## config.mk

```make
export PLATFORM = sky130hd
export DESIGN_NAME = glitch_sequencer
export DESIGN_NICKNAME = d
export VERILOG_FILES = /design/src/rtl/glitch_sequencer.sv
export SDC_FILE = /design/constraint.sdc
export NUM_CORES = 1
export LEC_CHECK = 0
export ABC_AREA = 0
export BUFFER_PORTS_ARGS = -buffer_cell sky130_fd_sc_hd__buf_2
export CAP_MARGIN = 20
export CORE_AREA = 3 3 88 132
export CTS_CLUSTER_SIZE = 30
export DETAILED_ROUTE_END_ITERATION = 6
export DIE_AREA = 0 0 91 135
export GPL_TIMING_DRIVEN = 1
export PLACE_DENSITY = 0.73
export SLEW_MARGIN = 5
export SYNTH_ARGS = -nofsm -noshare
export SYNTH_HDL_FRONTEND = slang
export SYNTH_SLANG_ARGS = --single-unit
```

## constraint.sdc

```tcl
create_clock -name clk -period 2.3 [get_ports clk]
set_input_delay 0.46 -clock clk [delete_from_list [all_inputs] [get_ports clk]]
set_output_delay 0.46 -clock clk [all_outputs]
set_load 0.01 [all_outputs]
```

## src/rtl/glitch_sequencer.sv

```systemverilog
// Glitch sequencer: holds a target in reset, waits a programmable delay,
// then fires one glitch pulse of programmable width.
module glitch_sequencer #(
  parameter int unsigned RST_CYCLES = 120,
  parameter int unsigned DELAY_W    = 32
) (
  input  logic               clk,
  input  logic               rst,
  input  logic               start,
  input  logic               abort,
  input  logic [DELAY_W-1:0] cfg_delay,
  input  logic [15:0]        cfg_width,
  output logic               target_rst_n,
  output logic               glitch_out,
  output logic               busy,
  output logic               done
);

  localparam int unsigned CW = (DELAY_W > 16) ? DELAY_W : 16;
  localparam logic [CW-1:0] RST_LOAD = CW'(RST_CYCLES - 1);

  typedef enum logic [1:0] {
    IDLE,
    HOLD,
    DELAY,
    GLITCH
  } state_e;

  state_e             state_q, state_d;
  logic [CW-1:0]      cnt_q, cnt_d;
  logic [DELAY_W-1:0] dly_q, dly_d;
  logic [15:0]        wid_q, wid_d;
  logic               trst_q, trst_d;
  logic               glt_q, glt_d;
  logic               busy_q, busy_d;
  logic               done_q, done_d;

  // Next-state and registered-output logic; counter reaching zero
  // marks the last cycle of the current phase.
  always_comb begin
    state_d = state_q;
    cnt_d   = cnt_q;
    dly_d   = dly_q;
    wid_d   = wid_q;
    trst_d  = trst_q;
    glt_d   = glt_q;
    done_d  = 1'b0;
    unique case (state_q)
      IDLE: begin
        if (start) begin
          state_d = HOLD;
          cnt_d   = RST_LOAD;
          dly_d   = cfg_delay;
          wid_d   = cfg_width;
          trst_d  = 1'b0;
        end
      end
      HOLD: begin
        if (cnt_q != '0) begin
          cnt_d = cnt_q - 1'b1;
        end else begin
          trst_d = 1'b1;
          if (dly_q != '0) begin
            state_d = DELAY;
            cnt_d   = CW'(dly_q) - 1'b1;
          end else if (wid_q != '0) begin
            state_d = GLITCH;
            glt_d   = 1'b1;
            cnt_d   = CW'(wid_q) - 1'b1;
          end else begin
            state_d = IDLE;
            done_d  = 1'b1;
          end
        end
      end
      DELAY: begin
        if (cnt_q != '0) begin
          cnt_d = cnt_q - 1'b1;
        end else if (wid_q != '0) begin
          state_d = GLITCH;
          glt_d   = 1'b1;
          cnt_d   = CW'(wid_q) - 1'b1;
        end else begin
          state_d = IDLE;
          done_d  = 1'b1;
        end
      end
      GLITCH: begin
        if (cnt_q != '0) begin
          cnt_d = cnt_q - 1'b1;
        end else begin
          state_d = IDLE;
          glt_d   = 1'b0;
          done_d  = 1'b1;
        end
      end
      default: state_d = IDLE;
    endcase
    if (abort && (state_q != IDLE)) begin
      state_d = IDLE;
      cnt_d   = '0;
      trst_d  = 1'b1;
      glt_d   = 1'b0;
      done_d  = 1'b0;
    end
    busy_d = (state_d != IDLE);
  end

  // State, counter, latched config and output registers.
  always_ff @(posedge clk) begin
    if (rst) begin
      state_q <= IDLE;
      cnt_q   <= '0;
      dly_q   <= '0;
      wid_q   <= '0;
      trst_q  <= 1'b1;
      glt_q   <= 1'b0;
      busy_q  <= 1'b0;
      done_q  <= 1'b0;
    end else begin
      state_q <= state_d;
      cnt_q   <= cnt_d;
      dly_q   <= dly_d;
      wid_q   <= wid_d;
      trst_q  <= trst_d;
      glt_q   <= glt_d;
      busy_q  <= busy_d;
      done_q  <= done_d;
    end
  end

  assign target_rst_n = trst_q;
  assign glitch_out   = glt_q;
  assign busy         = busy_q;
  assign done         = done_q;

endmodule

```

==> results of run 1 <==
[cell usage after synthesis (all sizes together), types with 11 or more instances]
library cell / number / area share, %
a21o: 11 / 1.6
clkbuf: 25 / 1.7
nor3: 28 / 2.7
a21oi: 98 / 9.1
xnor2: 24 / 3.9
nand2: 140 / 9.8
nor2: 57 / 4.0
xor2: 22 / 3.6
o21ai: 36 / 3.4
buf: 14 / 1.6
nand3: 14 / 1.5
nor4: 29 / 4.3
o22ai: 11 / 1.3
or4: 11 / 1.7
or3: 14 / 1.7
dfxtp: 86 / 32
[flip-flops by register name, summed over array words and instances, names as in the netlist]
register and flops:
done 1, glitch_out 1, cnt_q 32, state_q 2, dly_q 32, target_rst_n 1
wid_q 16, busy 1
[power by group through the flow]
stage	combinational [µW]	clock, µW	sequential (µW)
after global routing	4190	1740	1870
after CTS	3430	1680	1820
after global placement	3200	0	1850
after detailed placement	3240	0	1850
after floorplan	1770	0	1890
final	3960	1670	1850
[cell families (layout without fill, tap and decap cells)]
family	count (synthesis)	in the layout	synth area share [%]
and+or+nand+nor	336	336	32.0
xor gates and xnor gates	46	46	7.51
buffers and inverters	48	261	3.99
DFF	86	86	32.1
AOI/OAI and AO/OA	205	206	22.9
muxes	2	2	0.373
adders and majority gates	5	5	1.17
[cells in the final DEF, fill, tap and decap left out, drive strengths merged, types with 5 or more instances in the layout]
cell / n
nand2b: 5
inv: 9
o21a: 6
xnor2: 24
o22ai: 11
a21oi: 98
o211ai: 7
nand2: 140
dfxtp: 86
or2: 5
nand3: 14
xor2: 22
o21ai: 36
or3: 14
clkbuf: 10
nor3: 28
or4: 11
nor4: 29
a21o: 11
nand4: 6
o31ai: 5
ha: 5
a2bb2oi: 6
buf: 236
and3: 6
nor2: 57
a31oi: 5
[stage by stage]
step                      instances  setup TNS [ns]  hold WS, ns  cell area [µm²]  worst slack [ns]
after global placement         1045           -1.28        0.468             6890            -0.130
after detailed placement       1045           -2.02        0.484             6890            -0.127
after global routing           1086           -3.72        0.362             7930            -0.201
final                          1086           -1.21        0.351             7930            -0.114
after floorplan                 728         -0.0537        0.444             5420           -0.0354
after CTS                      1073          -0.438        0.351             7490           -0.0533
[final cells by class]
type / count / area (µm²) / area share [%]
clock buffer: 9 / 225 / 2.84
clock inverter: 6 / 111 / 1.40
inverter: 9 / 33.8 / 0.426
multi-input combinational: 595 / 3890 / 49.0
sequential: 86 / 1740 / 21.9
tap: 144 / 180 / 2.27
timing repair buffer: 237 / 1760 / 22.1
[worst max-delay path by stage]
stage / startpoint / endpoint / cells after the start
after floorplan: cnt_q[1] / busy / 11
after global placement: dly_q[18] / cnt_q[23] / 8
after detailed placement: dly_q[18] / cnt_q[23] / 8
after CTS: cnt_q[26] / cnt_q[10] / 9
after global routing: cnt_q[1] / cnt_q[10] / 11
final: cnt_q[13] / cnt_q[28] / 9
[repair_timing]
action,4_1_cts,5_1_grt
gates resized for setup,42,85
pin swaps,24,33
gates cloned,1,1
endpoints found under the setup margin,30,36
buffers inserted,12,12
hold endpoints to repair,0,0
[worst reg2reg max path, cell delays in order (launching register included)]
cell	delay, ns
dfxtp_1	0.34
nor4_1	0.44
nand4b_1	0.21
buf_4	0.19
nor3_4	0.17
nand4_1	0.20
buf_6	0.20
o31ai_4	0.30
buf_4	0.18
a221o_1	0.14
[routing by layer]
layer  global-route usage [%]  vias to the layer above  wire length (µm)
li1                         -                     3053                 -
met1                     38.6                     2999              7910
met2                     56.7                      330             10100
met3                     5.46                       95              1590
met5                        0                        -                13
met4                     18.5                        2              1340
==> results.md, run 1 <==
* Outcome: finished, violations left
* Failing checks: setup timing
* Sw Ratio at 38.8%
* Fin. Hold Viols at 0
* Hold path cells at 3
* Layout cells sized above 1 at 38.1%
* Worst slew margin at 52.8%
* Final ANT Viol Nets at 0
* Clock power share at 22.4%
* Worst Hold Class: input port to flop
* Initial antenna violation count at 1
* Clk Latency, worst-skew pair at 0.34 ns
* Core area at 10600 µm²
* Data arrival time of the critical path at 2.69 ns
* Number of vias per cell at 5.97
* Reg power frac at 24.7%
* Flops & latches, synth at 86
* Layout Utilization at 74.9%
* CP max-delay cell: nor4_1
* Fmax at 414 MHz
* Max Cap Violations at 0
* Worst-Margin Slew at 0.705 ns
* Tot GR Track Use at 32.9%
* YS warnings at 0
* Clk_skew at 0.00724 ns
* Max-slew violations at 0
* CP most frequent cell: buf_4
* Vias at 6479
* Crit-path leading delay family: simple AND/OR/NAND/NOR gates
* CP max FO at 4
* Vias in the first global route at 6381
* Worst r2r dst: cnt_q[28]
* Peak VDD IR at 622 µV
* Crit path largest cell delay at 0.44 ns
* DRT Pass-1 Iters at 5
* Unrepaired setup endpoints after global routing: true
* Crit path kind: flop to flop
* Part of the power in combinational logic at 52.9%
* WL final at 21000 µm
* Syn nets at 785
* Syn avg cell area at 7.37 µm²
* Initial Util at 50.6%
* GPL Wtd Cong at 1.03
* GRT Residual Overflow at 0
* Filler cell count at 869
* Die W at 91 µm
* WP buf/inv at 3
* P_int at 4580 µW
* I/O Pins at 56
* Longest Clk Path Bufs at 2
* Largest net degree at the start of global routing at 50
* Clock transition at path regs at 0.06 ns
* HPWL after DPL at 15600 µm
* Worst r2r src: cnt_q[13]
* Reg2reg path depth at 9
* Final setup violation count at 27
* Asr flop ratio synth at 0%
* Initial drt markers at 545
* Synthesized area at 5360 µm²
* Cell Pwr Density at 942 nW/µm²
* First-pass GRT wire length at 32200 µm
* Reg2Reg Setup Slack at -0.11 ns
* Switch Pwr at 2900 µW
* Routed WL per cell at 19.3 µm
* Worst Hold Path EP: dly_q[30]
* CTS tree: yes
* Syn-to-layout area delta at 47.9%
* Pwr Total at 7480 µW
* Primary FF master, synth: dfxtp_1
* # hold bufs at CTS at 0
* CP endpoint kind: flop
* Root cell of the clock tree: clkbuf_16
* Cells after Synth at 728
* CP Cell Sequence: nor4_1 -> nand4b_1 -> buf_4 -> nor3_4 -> nand4_1 -> buf_6 -> o31ai_4 -> buf_4 -> a221o_1
* IO Port Bufs at 55
* TritonCTS buffer count at 9
* Fin crit period at 2.41 ns
* Post-synthesis sequential area ratio at 32.1%
* Post-synth cell types at 63
* Layout Nets at 995
* N_diodes at 0
* Chip height at 135 µm
* Hold Crit Start: cfg_delay[30]
* DIE AREA at 12300 µm²
* Final period util at 105%
* CP Data Required Time at 2.58 ns
* Row cnt at 46
* Clock sink count at 86
* Leakage power at 0.00337 µW
* Final WS setup at -0.114 ns
* Post-synth EDFFs at 0
* H-tree depth at 3
* Worst Setup Start Kind: flop
* Drt drc at 0
(Power assumes the default switching activity.)
==> run 2: changes to the inputs <==
--- a/config.mk
+++ b/config.mk
@@ -7,13 +7,13 @@
 export LEC_CHECK = 0
 export ABC_AREA = 0
 export BUFFER_PORTS_ARGS = -buffer_cell sky130_fd_sc_hd__buf_2
-export CAP_MARGIN = 20
 export CORE_AREA = 3 3 88 132
 export CTS_CLUSTER_SIZE = 30
 export DETAILED_ROUTE_END_ITERATION = 6
 export DIE_AREA = 0 0 91 135
 export GPL_TIMING_DRIVEN = 1
 export PLACE_DENSITY = 0.73
+export RECOVER_POWER = 50
 export SLEW_MARGIN = 5
 export SYNTH_ARGS = -nofsm -noshare
 export SYNTH_HDL_FRONTEND = slang
==> run 2 against run 1 <==
  * The flow finishes with violations (DRC, setup timing)
  * Largest power group unchanged
  * Largest cell class unchanged
  * Cell count unchanged
  * Wire length up 0.48%
  * Sequential share of layout area hardly changed
  * Utilization fell by 0.12 points
  * Power about the same
  * Critical path type unchanged
  * Worst hold slack worse by 0.0011 ns
  * Non-clock buffer count stayed put
  * Die area stayed put
  * Via count increased by 1.0%
  * Global-route usage stayed put
==> results.md, run 2 (synthesized netlist as in run 1, its figures left out) <==
* Outcome: finished, violations left (unchanged)
* Failing checks: DRC, setup timing (was setup timing)
* Core area at 10600 µm² (unchanged)
* Fin crit period at 2.44 ns (was 2.41 ns)
* Number of vias per cell at 6.03 (was 5.97)
* CP Data Required Time at 2.58 ns (about the same)
* Routed WL per cell at 19.4 µm (was 19.3 µm)
* Fin. Hold Viols at 0 (unchanged)
* Hold_ws at 0.350 ns (was 0.351 ns)
* Clock sink count at 86 (unchanged)
* First-pass GRT wire length at 32200 µm (unchanged)
* I/O Pins at 56 (unchanged)
* Regs by FF count: cnt_q x32, dly_q x32, wid_q x16 (unchanged)
* Crit path kind: flop to flop (unchanged)
* Max Cap Violations at 0 (unchanged)
* Filler cell count at 873 (was 869)
* Initial drt markers at 544 (was 545)
* Final ANT Viol Nets at 0 (unchanged)
* Initial antenna violation count at 1 (unchanged)
* N_diodes at 0 (unchanged)
* CP endpoint kind: flop (unchanged)
* IO Port Bufs at 55 (unchanged)
* Fmax at 410 MHz (was 414 MHz)
* Worst Setup Start Kind: flop (unchanged)
* GRT Residual Overflow at 0 (unchanged)
* Die W at 91 µm (unchanged)
* Dpl cells at 1045 (unchanged)
* DIE AREA at 12300 µm² (unchanged)
* Vias at 6546 (was 6479)
* Largest net degree at the start of global routing at 50 (unchanged)
* Layout Nets at 995 (unchanged)
* Layout Cells excl Fill at 1086 (unchanged)
* Worst Hold Class: input port to flop (unchanged)
* Clk_skew at 0.00858 ns (was 0.00724 ns)
* Vias in the first global route at 6381 (unchanged)
* Peak VDD IR at 623 µV (was 622 µV)
* Layout Utilization at 74.8% (was 74.9%)
* Cell Pwr Density at 943 nW/µm² (was 942 nW/µm²)
* Final WS setup at -0.139 ns (was -0.114 ns)
* Worst slew margin at 51.6% (was 52.8%)
* WL final at 21100 µm (was 21000 µm)
* Layout cells sized above 1 at 37.6% (was 38.1%)
* CTS tree: yes (unchanged)
* FF/Latch Area at 1740 µm² (unchanged)
* Tot GR Track Use at 32.9% (unchanged)
* Clock transition at path regs at 0.06 ns (about the same)
* Chip height at 135 µm (unchanged)
* Clk Latency, worst-skew pair at 0.35 ns (was 0.34 ns)
* HPWL after DPL at 15600 µm (unchanged)
* Commonest non-fill, non-tap cell in the layout: buf_4 (unchanged)
* DRT Pass-1 Iters at 7 (was 5)
* Setup TNS at -1.28 ns (was -1.21 ns)
* Drt drc at 4 (was 0)
* Root cell of the clock tree: clkbuf_16 (unchanged)
* GPL Wtd Cong at 1.03 (unchanged)
* Row cnt at 46 (unchanged)
* Data arrival time of the critical path at 2.72 ns (was 2.69 ns)
* Longest Clk Path Bufs at 2 (unchanged)
* Area of the multi-input gates at 3880 µm² (was 3890 µm²)
* TritonCTS buffer count at 9 (unchanged)
* Worst-Margin Slew at 0.724 ns (was 0.705 ns)
* H-tree depth at 3 (unchanged)
* Unrepaired setup endpoints after global routing: true (unchanged)
* Final period util at 106% (was 105%)
* Max-slew violations at 0 (unchanged)
* CP max FO at 4 (unchanged)
* Final setup violation count at 26 (was 27)
* Initial Util at 50.6% (unchanged)
* Commonest non-fill, non-tap cells in the layout: buf_4 (162), nand2_1 (137), a21oi_1 (88), dfxtp_1 (77), buf_2 (51) (was buf_4 (163), nand2_1 (137), a21oi_1 (88), dfxtp_1 (77), buf_2 (55))
* Leakage power at 0.00336 µW (was 0.00337 µW)
* Syn-to-layout area delta at 47.7% (was 47.9%)
## run 2: layout make-up
cell class	count	share of cell area, %
multi-input combinational	595	49.0
timing repair buffer	237	22.1
sequential	86	21.9
clock buffer	9	2.84
tap	144	2.27
clock inverter	6	1.41
inverter	9	0.427
## run 2: power breakdown
part	total [µW]	internal [µW]	switching [µW]	leakage, µW
combinational	3940	1830	2110	0.00249
sequential	1850	1680	162	0.000708
clock	1680	1060	627	0.000161
## run 2: path summary, 6_finish.rpt
check / from / endpoint / slack (ns) / depth (start not counted)
setup / recovery: cnt_q[27] / cnt_q[28] / -0.14 / 8
hold / removal: cfg_delay[30] / dly_q[30] / 0.35 / 3
setup reg to reg: cnt_q[27] / cnt_q[28] / -0.14 / 8
hold reg to reg: target_rst_n / target_rst_n / 0.50 / 1
## run 2: critical path: stages, from the launching register on
cell     delay, ns
dfxtp_2       0.32
or4_4         0.55
nor3_1        0.31
buf_4         0.19
nand4_1       0.19
buf_6         0.20
o31ai_4       0.30
buf_4         0.18
a221o_1       0.14
## run 2: metal layers
layer  wire, µm  track usage [%]  vias up  share of wire, %
met5         13                0        -             0.062
met4       1330             18.5        2               6.3
met3       1620             5.46      102               7.7
met2      10200             56.7      366                48
met1       7920             38.6     3021                38
li1           -                -     3055                 -
## run 2: per-stage QoR
stage | worst slack [ns] | power (µW) | area, µm²
after CTS | -0.0533 | 6930 | 7490
after floorplan | -0.0354 | 3660 | 5420
after global placement | -0.130 | 5050 | 6890
final | -0.139 | 7470 | 7920
after global routing | -0.182 | 7780 | 7920
after detailed placement | -0.127 | 5100 | 6890
## run 2: what timing repair did
item,CTS,global route
hold buffers,0,0
endpoints found under the hold margin,0,0
pin swaps,24,33
gates resized for setup,42,85
cloned,1,1
setup endpoints to repair,30,36
setup buffers,12,12
==> run 3: changes to the inputs <==
--- a/config.mk
+++ b/config.mk
@@ -14,6 +14,7 @@
 export GPL_TIMING_DRIVEN = 1
 export PLACE_DENSITY = 0.73
 export RECOVER_POWER = 50
+export SKIP_CTS_REPAIR_TIMING = 1
 export SLEW_MARGIN = 5
 export SYNTH_ARGS = -nofsm -noshare
 export SYNTH_HDL_FRONTEND = slang
==> run 3 against run 2 <==
  * The run ends with setup timing left
  * Non-clock buffer count is 10 lower
  * Clock skew is 0.0010 ns lower
  * Combinational power is 5.8% lower
  * Worst hold slack worse by 0.0016 ns
  * Sequential share of layout area is 0.52 points higher
  * Power is 3.5% lower
  * First-iteration DRC count is 2.4% higher
  * Die area stayed put
  * Wire length is 3.4% lower
  * Utilization is 1.9 points lower
  * Sequential cell count stayed put
  * Critical path type unchanged
==> results.md, run 3 (synthesized netlist as in run 1, its figures left out) <==
* Fin. Hold Viols at 0 (unchanged)
* Setup crit start: cnt_q[26] (was cnt_q[27])
* Leakage power at 0.00328 µW (was 0.00336 µW)
* H-tree depth at 3 (unchanged)
* Layout Nets at 986 (was 995)
* Worst r2r src: cnt_q[26] (was cnt_q[27])
* Clock sink count at 86 (unchanged)
* Reg2Reg Setup Slack at -0.1 ns (was -0.14 ns)
* Failing checks: setup timing (was DRC, setup timing)
* Pre-CTS setup slack at -0.127 ns (unchanged)
* Routed WL per cell at 18.9 µm (was 19.4 µm)
* Tot GR Track Use at 32.0% (was 32.9%)
* DIE AREA at 12300 µm² (unchanged)
* Core area at 10600 µm² (unchanged)
* CTS tree: yes (unchanged)
* Drt drc at 0 (was 4)
* Reg power frac at 25.4% (was 24.7%)
* WL final at 20400 µm (was 21100 µm)
* Reg2reg path depth at 8 (unchanged)
* GPL Wtd Cong at 1.03 (unchanged)
* Max-slew violations at 0 (unchanged)
* Worst slew margin at 48.4% (was 51.6%)
* Worst Hold Class: input port to flop (unchanged)
* Regs by FF count: cnt_q x32, dly_q x32, wid_q x16 (unchanged)
* Commonest non-fill, non-tap cells in the layout: buf_4 (158), nand2_1 (140), a21oi_1 (92), dfxtp_1 (79), buf_2 (51) (was buf_4 (162), nand2_1 (137), a21oi_1 (88), dfxtp_1 (77), buf_2 (51))
* Worst-Margin Slew at 0.771 ns (was 0.724 ns)
* Chip height at 135 µm (unchanged)
* Initial Util at 50.6% (unchanged)
* CP Data Required Time at 2.52 ns (was 2.58 ns)
* Die W at 91 µm (unchanged)
* Unrepaired setup endpoints after global routing: true (unchanged)
* Worst Setup Start Kind: flop (unchanged)
* Initial drt markers at 557 (was 544)
* TritonCTS buffer count at 9 (unchanged)
* Vias at 6445 (was 6546)
* Data arrival time of the critical path at 2.62 ns (was 2.72 ns)
* Commonest non-fill, non-tap cell in the layout: buf_4 (unchanged)
* Clk_skew at 0.00756 ns (was 0.00858 ns)
* Peak VDD IR at 614 µV (was 623 µV)
* Final setup violation count at 27 (was 26)
* Fin crit period at 2.40 ns (was 2.44 ns)
* Max Cap Violations at 0 (unchanged)
* N_diodes at 0 (unchanged)
* Switch Pwr at 2790 µW (was 2900 µW)
* Number of vias per cell at 5.98 (was 6.03)
* Clock transition at path regs at 0.07 ns (was 0.06 ns)
* Final period util at 104% (was 106%)
* Root cell of the clock tree: clkbuf_16 (unchanged)
* Layout cells sized above 1 at 35.2% (was 37.6%)
* GRT Residual Overflow at 0 (unchanged)
* CP endpoint kind: flop (unchanged)
* First-pass GRT wire length at 31400 µm (was 32200 µm)
* Pwr Total at 7210 µW (was 7470 µW)
* Worst r2r dst: cnt_q[2] (was cnt_q[28])
* DRT Pass-1 Iters at 5 (was 7)
* Longest Clk Path Bufs at 2 (unchanged)
* Final WS setup at -0.0982 ns (was -0.139 ns)
* Clk Latency, worst-skew pair at 0.34 ns (was 0.35 ns)
* Setup TNS at -1.40 ns (was -1.28 ns)
* Cell Pwr Density at 934 nW/µm² (was 943 nW/µm²)
* I/O Pins at 56 (unchanged)
* Hold_ws at 0.349 ns (was 0.350 ns)
* Crit path kind: flop to flop (unchanged)
* Sw Ratio at 38.7% (was 38.8%)
* CP endpoint: cnt_q[2] (was cnt_q[28])
* HPWL after DPL at 15600 µm (unchanged)
* Part of the power in combinational logic at 51.4% (was 52.8%)
* Fmax at 417 MHz (was 410 MHz)
* Final ANT Viol Nets at 0 (unchanged)
* Initial antenna violation count at 1 (unchanged)
* IO Port Bufs at 55 (unchanged)
* CP max FO at 6 (was 4)
* Outcome: finished, violations left (unchanged)
* Vias in the first global route at 6277 (was 6381)
* Largest net degree at the start of global routing at 50 (unchanged)
* Row cnt at 46 (unchanged)
* Syn-to-layout area delta at 43.8% (was 47.7%)
* Clock power share at 23.1% (was 22.5%)
* P_int at 4420 µW (was 4570 µW)
run 3: power by group through the flow:
stage                     Combinational, µW  Clock (µW)  Sequential, µW
after floorplan                        1770           0            1890
after global placement                 3200           0            1850
after detailed placement               3240           0            1850
after CTS                              3260        1680            1820
after global routing                   3950        1740            1860
final                                  3710        1670            1830
run 3: final cells by class:
type	count	area, µm²
clock buffers	9	225
clock inverters	6	111
fillers	907	2880
inverters	9	36.3
multi-input cells	596	3810
flip-flops and latches	86	1730
well taps	144	180
repair buffers	227	1620
run 3: through the flow:
stage               instances  instance area (µm²)  util [%]
finish                   1077                 7710      72.8
global route             1077                 7710      72.8
CTS                      1060                 7220      68.2
detailed placement       1045                 6890      65.0
global placement         1045                 6890      65.0
floorplan                 728                 5420         -
run 3: how the worst min path moves through the flow:
stage | from | end | slack (ns) | depth (start not counted)
floorplan | dly_q[1] | dly_q[1] | 0.44 | 2
global placement | wid_q[1] | wid_q[1] | 0.47 | 2
detailed placement | wid_q[1] | wid_q[1] | 0.48 | 2
CTS | cfg_delay[30] | dly_q[30] | 0.35 | 3
global route | cfg_delay[0] | dly_q[0] | 0.36 | 3
finish | cfg_delay[0] | dly_q[0] | 0.35 | 3
run 3: worst max-delay path, cell delays in order (launching register included):
cell and delay [ns]:
dfxtp_2 0.32, or4_4 0.55, or3_4 0.44, nor4b_4 0.30, buf_4 0.18, buf_4 0.13, nor2_4 0.06, o221ai_2 0.24
a31oi_1 0.06
run 3: per-layer routing:
layer	track usage, %	share of wire, %
met1	37.6	39
met2	54.0	48
met3	5.91	7.1
met4	18.8	6.3
met5	0	0.064
